`config.mk`:
```
export PLATFORM = sky130hd
export DESIGN_NAME = xor_gate_unit_flat
export DESIGN_NICKNAME = d
export VERILOG_FILES = /design/src/rtl/xor_gate_unit_if.sv /design/src/rtl/xor_gate_unit.sv /design/src/flat_wrapper.sv
export SDC_FILE = /design/constraint.sdc
export NUM_CORES = 1
export LEC_CHECK = 0
export ABC_CLOCK_PERIOD_IN_PS = 1300
export CAP_MARGIN = 20
export CORE_AREA = 5 5 42 44
export CTS_CLUSTER_SIZE = 24
export DETAILED_ROUTE_END_ITERATION = 7
export DIE_AREA = 0 0 47 49
export GPL_ROUTABILITY_DRIVEN = 0
export PLACE_DENSITY = 0.67
export SLEW_MARGIN = 20
export SYNTH_ARGS = -nofsm -noshare
export SYNTH_HDL_FRONTEND = slang
export SYNTH_SLANG_ARGS = --single-unit
```
`constraint.sdc`:
```
create_clock -name clk -period 1.3 [get_ports clk]
set_input_delay 0.26 -clock clk [delete_from_list [all_inputs] [get_ports clk]]
set_output_delay 0.26 -clock clk [all_outputs]
set_load 0.05 [all_outputs]
```
`src/rtl/xor_gate_unit_if.sv`:
```
// xor_gate_unit_if: operand/result bundle shared by the XOR unit and whatever drives it
interface xor_gate_unit_if #(
  parameter int WIDTH = 1,
  parameter int CNT_W = 8
);
  logic [WIDTH-1:0] a;
  logic [WIDTH-1:0] b;
  logic [WIDTH-1:0] c;
  logic [WIDTH-1:0] c_q;
  logic             c_edge;
  logic [CNT_W-1:0] ones_cnt;
  modport master (output a, b, input c, c_q, c_edge, ones_cnt);
  modport slave (input a, b, output c, c_q, c_edge, ones_cnt);
endinterface

```
`src/rtl/xor_gate_unit.sv`:
```
// xor_gate_unit: bitwise XOR gate with registered copy, change strobe and saturating bit-0 ones counter
module xor_gate_unit #(
  parameter int WIDTH = 1,
  parameter int CNT_W = 8
) (
  input logic            clk,
  input logic            rst,
  xor_gate_unit_if.slave bus
);
  logic [WIDTH-1:0] x;
  logic [WIDTH-1:0] x_q;
  logic             edge_q;
  logic [CNT_W-1:0] cnt;
  assign x = bus.a ^ bus.b;
  assign bus.c = x;
  assign bus.c_q = x_q;
  assign bus.c_edge = edge_q;
  assign bus.ones_cnt = cnt;
  // the strobe compares against x_q before this edge overwrites it
  always_ff @(posedge clk) begin
    if (rst) begin
      x_q    <= '0;
      edge_q <= 1'b0;
      cnt    <= '0;
    end else begin
      x_q    <= x;
      edge_q <= (x != x_q);
      if (x[0] && cnt != '1) cnt <= cnt + 1'b1;
    end
  end
endmodule

```
`src/flat_wrapper.sv`:
```
// flat-port wrapper written by rule: the top's interface ports become plain ports
module xor_gate_unit_flat 
#(
  parameter int WIDTH = 1,
  parameter int CNT_W = 8
)
  (clk, rst, bus_a, bus_b, bus_c, bus_c_q, bus_c_edge, bus_ones_cnt);
  xor_gate_unit_if #(.WIDTH(WIDTH), .CNT_W(CNT_W)) bus_i ();
  input logic clk;
  input logic rst;
  input wire logic [$bits(bus_i.a)-1:0] bus_a;
  input wire logic [$bits(bus_i.b)-1:0] bus_b;
  output wire logic [$bits(bus_i.c)-1:0] bus_c;
  output wire logic [$bits(bus_i.c_q)-1:0] bus_c_q;
  output wire logic [$bits(bus_i.c_edge)-1:0] bus_c_edge;
  output wire logic [$bits(bus_i.ones_cnt)-1:0] bus_ones_cnt;
  assign bus_i.a = bus_a;
  assign bus_i.b = bus_b;
  assign bus_c = bus_i.c;
  assign bus_c_q = bus_i.c_q;
  assign bus_c_edge = bus_i.c_edge;
  assign bus_ones_cnt = bus_i.ones_cnt;
  xor_gate_unit #(.WIDTH(WIDTH), .CNT_W(CNT_W)) u_core (.clk(clk), .rst(rst), .bus(bus_i));
endmodule
```
==> metrics.txt <==
run status=complete, but fails checks; failing checks=negative setup slack; Detailed Route Iter0 Violations=15; area of the die=0.00230 sq mm; Worst path slowest cell=dfxtp_4; post-layout minimum cycle time=1.31 ns; kind of critical path=register to register; Cell Pwr Density=888 mW/mm^2; number of nets with antenna violations after routing=0; Rel. slew slack=73.6%; Critical Path Max Stage Delay=0.38 ns; GRT Resource Usage Total=11.1%; number of synthesized register bits=10; commonest register cell after synthesis=dfxtp_1; RSZ-0062 raised after global routing=yes; count of distinct cell types in the synthesized netlist=30; cts-stage hold buffer count=0; Final setup violation count=2; main combinational cell family by area after synthesis=simple AND/OR/NAND/NOR gates; 1st-pass router iterations=4; Power, Total=0.784 mW; Synth Warn #=0; largest cells by area after synthesis=dfxtp_1 42%, nor2_1 4.7%, a21oi_1 4.2%; multiplexer fraction of the synthesized cell area=2.08%; Area growth syn-to-layout=83.6%; worst-case setup margin in the final layout=-0.0116 ns; cell area after synthesis=480 sq um; Max H-tree Level=1; IO Count=15; peak supply drop=0.727 mV; top library cells by usage in the layout, fill and taps aside=10 x buf_12, 7 x dfxtp_4, 6 x buf_4; endpoint class of the critical path=register; Placement Rows=14; chip height=49 um; number of standard cells after synthesis=51; post-detailed-routing wire length=1.20 mm; Setup Slack @ Placement=-0.300 ns; area of the core=0.00140 sq mm; design area=882 sq um; CTS tree=done; final antenna diode count=0; Post-route DRC=0; Total Negative Setup Slacks=-0.0152 ns; initial standard-cell utilization of the core=34.3%; clock insertion delay at the later pin of the skew report=0.26 ns; max-cap violations=0; Syn Nets=56; antenna violations before repair=0; kind of launch point of the worst setup path=register; classification of the worst-slack hold path=register to register; CTS Root Cell=clkbuf_4; Clk pin slew, worst setup/hold paths=0.07 ns; FF-to-FF setup slack=-0.01 ns; detailed placement HPWL=797 um; number of pins exceeding their max-slew limit in the final report=0; vias per cell=5.37; adder-cell share of the synthesized area=2.60%; synthesized area divided by synthesized cell count=9.42 sq um; total count of hold-check failures in the final report=0; DIE WIDTH=47 um; via count of the first global-routing pass=483; sum of overflow across all layers after global routing=0; critical path required time=1.44 ns; total leakage power=0.327 nW; maximum operating frequency=0.762 GHz; maximum number of pins on one net before global-route repair=11; global-route wire length before repair=1.93 mm; Max Clock Skew=0.00248 ns; number of clock sinks=10; top fanout value on the critical path=6; input/output buffers=14; slew at the pin with the worst max-slew slack=0.394 ns; commonest non-fill, non-tap cell in the layout=buf_12; data arrival at the endpoint of the critical path=1.45 ns; detailed-route via count=483; ratio of cells with drive above 1 in the final layout=56.8%; dpl cell area=802 sq um; cell breakdown of the critical path=nand4_1, o2111ai_2, xor2_1, nor2_1; xor and xnor fraction of the mapped netlist area=8.85%; share of flip-flops with an asynchronous set or reset=0%; Core Util, Final=62.9%; post-route clock period utilization=101%; synthesized-area fraction occupied by and/or/nand/nor cells=28.1%; post-synth top area share=41.7%; number of flops mapped to enable cells by yosys=0; post-synth top area cell=dfxtp_1; number of nets in the final layout=80; TritonCTS buffer count=3; compound-cell area share of the yosys netlist=13.3%; routed len/inst=13.3 um; register area share after synthesis=41.7%; deepest clock path buffer count=2
logic make-up after synthesis:
| logic type | Yosys count |
|---|---|
| AO/OA/AOI/OAI | 10 |
| XOR/XNOR | 4 |
| adder cells (fa/ha/maj) | 1 |
| buffers and inverters | 3 |
| flip-flops | 10 |
| multiplexers | 1 |
| AND/OR/NAND/NOR | 22 |
critical path, delay by kind of cell, from the launching register on:
family,cells,cell delay (ns)
and+or+nand+nor,2,0.33
xor gates and xnor gates,1,0.19
AOI/OAI and AO/OA,1,0.28
DFF,1,0.38
through the flow:
stage               cells  hold slack [ns]
floorplan              51            0.449
global placement       83            0.519
detailed placement     83            0.529
CTS                    88            0.541
global route           90            0.569
finish                 90            0.549
cell usage after synthesis, types with 2 or more instances:
cell type  count
dfxtp_1       10
nor2_1         6
a21oi_1        4
nand3_1        3
nor3_1         2
xor2_1         2
where the power goes:
part / total, mW / switching (mW) / internal (mW)
Clock: 0.216 / 0.105 / 0.111
Sequential: 0.342 / 0.0263 / 0.316
Combinational: 0.226 / 0.117 / 0.109
Total: 0.784 / 0.248 / 0.536
final cells by class:
| type | count | area, sq um |
|---|---|---|
| timing repair buffer | 20 | 284 |
| inverter | 2 | 12.5 |
| clock buffer | 3 | 22.5 |
| multi-input combinational | 38 | 312 |
| sequential | 10 | 228 |
| tap | 16 | 20.0 |
| clock inverter | 1 | 3.75 |
| fill | 119 | 519 |
what timing repair did:
item / CTS / global route
resized for setup: 4 / 6
pin swaps: 1 / 8
hold endpoints to repair: 0 / 0
buffers inserted: 1 / 2
setup endpoints to repair: 5 / 7
sequential cells by signal, indices dropped and copies added (netlist names):
signal / flops
u_core.bus.ones_cnt: 8
u_core.bus.c_edge: 1
u_core.bus.c_q: 1
per-layer routing:
layer  share of wire (%)  vias up  track usage, %
met5                   0        -               0
met4                 1.2        0            2.76
met3                 4.8        4            3.32
met2                  54       16            18.6
met1                  40      230            13.3
li1                    -      233               -
path summary, 6_finish.rpt:
kind                                from                endpoint  depth (start not counted)
setup / recovery  u_core.bus.ones_cnt[6]  u_core.bus.ones_cnt[4]                          4
hold / removal    u_core.bus.ones_cnt[7]  u_core.bus.ones_cnt[2]                          2
setup reg to reg  u_core.bus.ones_cnt[6]  u_core.bus.ones_cnt[4]                          4
hold reg to reg   u_core.bus.ones_cnt[7]  u_core.bus.ones_cnt[2]                          2
(Power assumes the default switching activity.)
==> patch, RTL diff (same flow settings) <==
`CNT_W` is set to 8 in 3 places; all go to 7.
--- a/src/rtl/xor_gate_unit_if.sv
+++ b/src/rtl/xor_gate_unit_if.sv
@@ -3,3 +3,3 @@
   parameter int WIDTH = 1,
-  parameter int CNT_W = 8
+  parameter int CNT_W = 7
 );
--- a/src/rtl/xor_gate_unit.sv
+++ b/src/rtl/xor_gate_unit.sv
@@ -3,3 +3,3 @@
   parameter int WIDTH = 1,
-  parameter int CNT_W = 8
+  parameter int CNT_W = 7
 ) (
--- a/src/flat_wrapper.sv
+++ b/src/flat_wrapper.sv
@@ -4,3 +4,3 @@
   parameter int WIDTH = 1,
-  parameter int CNT_W = 8
+  parameter int CNT_W = 7
 )
Ports: changed (resized bus_ones_cnt); port bits go from 15 to 14. The function was not compared with the original's and may differ.
==> patch against the original RTL <==
Die area is the same; routed wire length shrank 22%; highest routed layer unchanged; non-clock buffer count shrank 2; largest power group unchanged; sequential cell count shrank 1; cell area shrank 14%; largest cell class is now non-clock buffers; sequential power shrank 7.9%; power shrank 3.6%; critical path type is now input pin to output port; worst setup slack gained 0.054 ns; first-iteration DRC count shrank 27%; area after synthesis shrank 16%.
==> patch: results (changes against the original RTL) <==
Reg2Reg Setup Slack 0.07 ns (+0.08 ns); number of global-route vias before repair 389 (-19%); hold wc startpoint u_core.bus.ones_cnt[2]$_SDFFE_PP0P_; placed inst area 724.4 sq um (-9.7%); Worst Tran Pin Value 0.2577 ns (-0.1365 ns); Synth area leaders dfxtp_1, nor2_1, xor2_1, a41oi_2, xor2_2; synth warn 0 (unchanged); Adder-Cell Fraction of Synth Area 3.106% (+0.50 points); layout cells sized above 1 52.38% (-4.4 points); global-route wire length before repair 1559 microns (-19%); via/cell ratio 4.785 (-11%); largest delay contributor family on the critical path buffers and inverters; worst hold path cell count 1 (-1); RR Endpoint u_core.bus.ones_cnt[3]$_SDFFE_PP0P_; Pleak 0.2916 nW (-11%); pin count of the biggest net entering global routing 9 (-2); cts bufs inserted 3 (unchanged); Compound-Gate Fraction of Synth Area 16.46% (+3.2 points); port bufs 13 (-1); Max Clock Skew 0.001031 ns (-0.001449 ns); Seq/Total Area, Yosys 44.72% (+3.1 points); portion of netlist area occupied by mux cells 2.484% (+0.40 points); maximum vdd drop 578.7 uV (-20%); max FFs per register 7 (-1); r2r startpoint u_core.bus.ones_cnt[5]$_SDFFE_PP0P_; P_sw 237.6 uW (-4.2%); drt initial violations 11 (-4); status finished, final reports clean; Post-Syn Nets 47 (-16%); worst min-delay path endpoint u_core.bus.ones_cnt[2]$_SDFFE_PP0P_; WHS 0.5011 ns (-0.04832 ns); clock buffer depth 2 (unchanged); clock root cell clkbuf_4; gr usage total 9.278% (-1.8 points); Netlist cell types 21 (-30%); Synth Area in XOR/XNOR 10.56% (+1.7 points); wire per inst 11.87 microns (-11%); CP max stage delay 0.25 ns (-0.13 ns); worst skew pair latency 0.26 ns (about the same); slowest CP cell clkdlybuf4s15_1; Synth top cells by count dfxtp_1, nor2_1; Async SR Flop Fraction 0% (unchanged); hpwl dp 761.6 microns (-4.5%); NumNets Final 69 (-14%); data arrival time of the critical path 1.00 ns (-0.45 ns); Worst Path Max Fanout 5 (-1)
-- patch: cell count changes after synthesis, sizes merged, moves of 2 or more --
cell   unedited run  this run
a21oi             4         2
and2              2         0
nor2              6         9
nor3              3         0
-- patch: worst max-delay path by stage --
stage	startpoint	end	slack [ns]	cells past startpoint
global route	u_core.bus.ones_cnt[5]$_SDFFE_PP0P_	u_core.bus.ones_cnt[1]$_SDFFE_PP0P_	-0.01	4
CTS	bus_a	bus_c	0.002	4
floorplan	bus_a	u_core.bus.ones_cnt[5]$_SDFFE_PP0P_	-0.05	4
detailed placement	bus_a	u_core.bus.ones_cnt[5]$_SDFFE_PP0P_	-0.35	5
finish	bus_a	bus_c	0.04	4
global placement	bus_a	u_core.bus.ones_cnt[5]$_SDFFE_PP0P_	-0.31	5
-- patch: area by class of cell --
class,instances,area (sq um)
fillers,123,643.1
repair buffers,18,262.8
multi-input cells,32,245.2
flip-flops and latches,9,203.9
clock buffers,4,26.28
well taps,16,20.02
-- patch: what timing repair did --
action	4_1_cts	5_1_grt
gates resized for setup	4	3
setup buffers	0	1
pin swaps	0	2
cloned	0	0
setup endpoints to repair	5	3
endpoints found under the hold margin	0	0
-- patch: cells by family after synthesis --
| family | after synthesis |
|---|---|
| simple gates | 18 |
| flops | 9 |
| compound gates | 8 |
| xor+xnor | 4 |
| buf+inv | 1 |
| mux | 1 |
| fa+ha+maj | 1 |
-- patch: metrics by stage --
stage               worst slack, ns  instances
finish                      0.04257         79
floorplan                  -0.04539         42
global route               -0.01257         79
detailed placement          -0.3473         74
global placement            -0.3059         74
CTS                        0.002482         78
-- patch: worst reg2reg max path: cells and delay by family (launching register included) --
family	cells	cell delay (ns)
AOI/OAI and AO/OA	1	0.17
DFF	1	0.39
and+or+nand+nor	3	0.58
-- patch: per-layer routing --
layer  vias to the layer above  GRT usage (%)  share of wire (%)
met5                         -              0                  0
met4                         0          4.147                1.9
met3                         2          3.321                4.2
met2                         9          13.57                 48
met1                       178          11.86                 46
li1                        189              -                  -
-- patch: power by group through the flow --
stage               Sequential, mW  Clock (mW)  Combinational (mW)
global route                 0.318       0.237               0.233
CTS                          0.317       0.221               0.221
floorplan                    0.368           0              0.0575
detailed placement           0.324           0               0.222
global placement             0.322           0               0.220
finish                       0.315       0.217               0.223
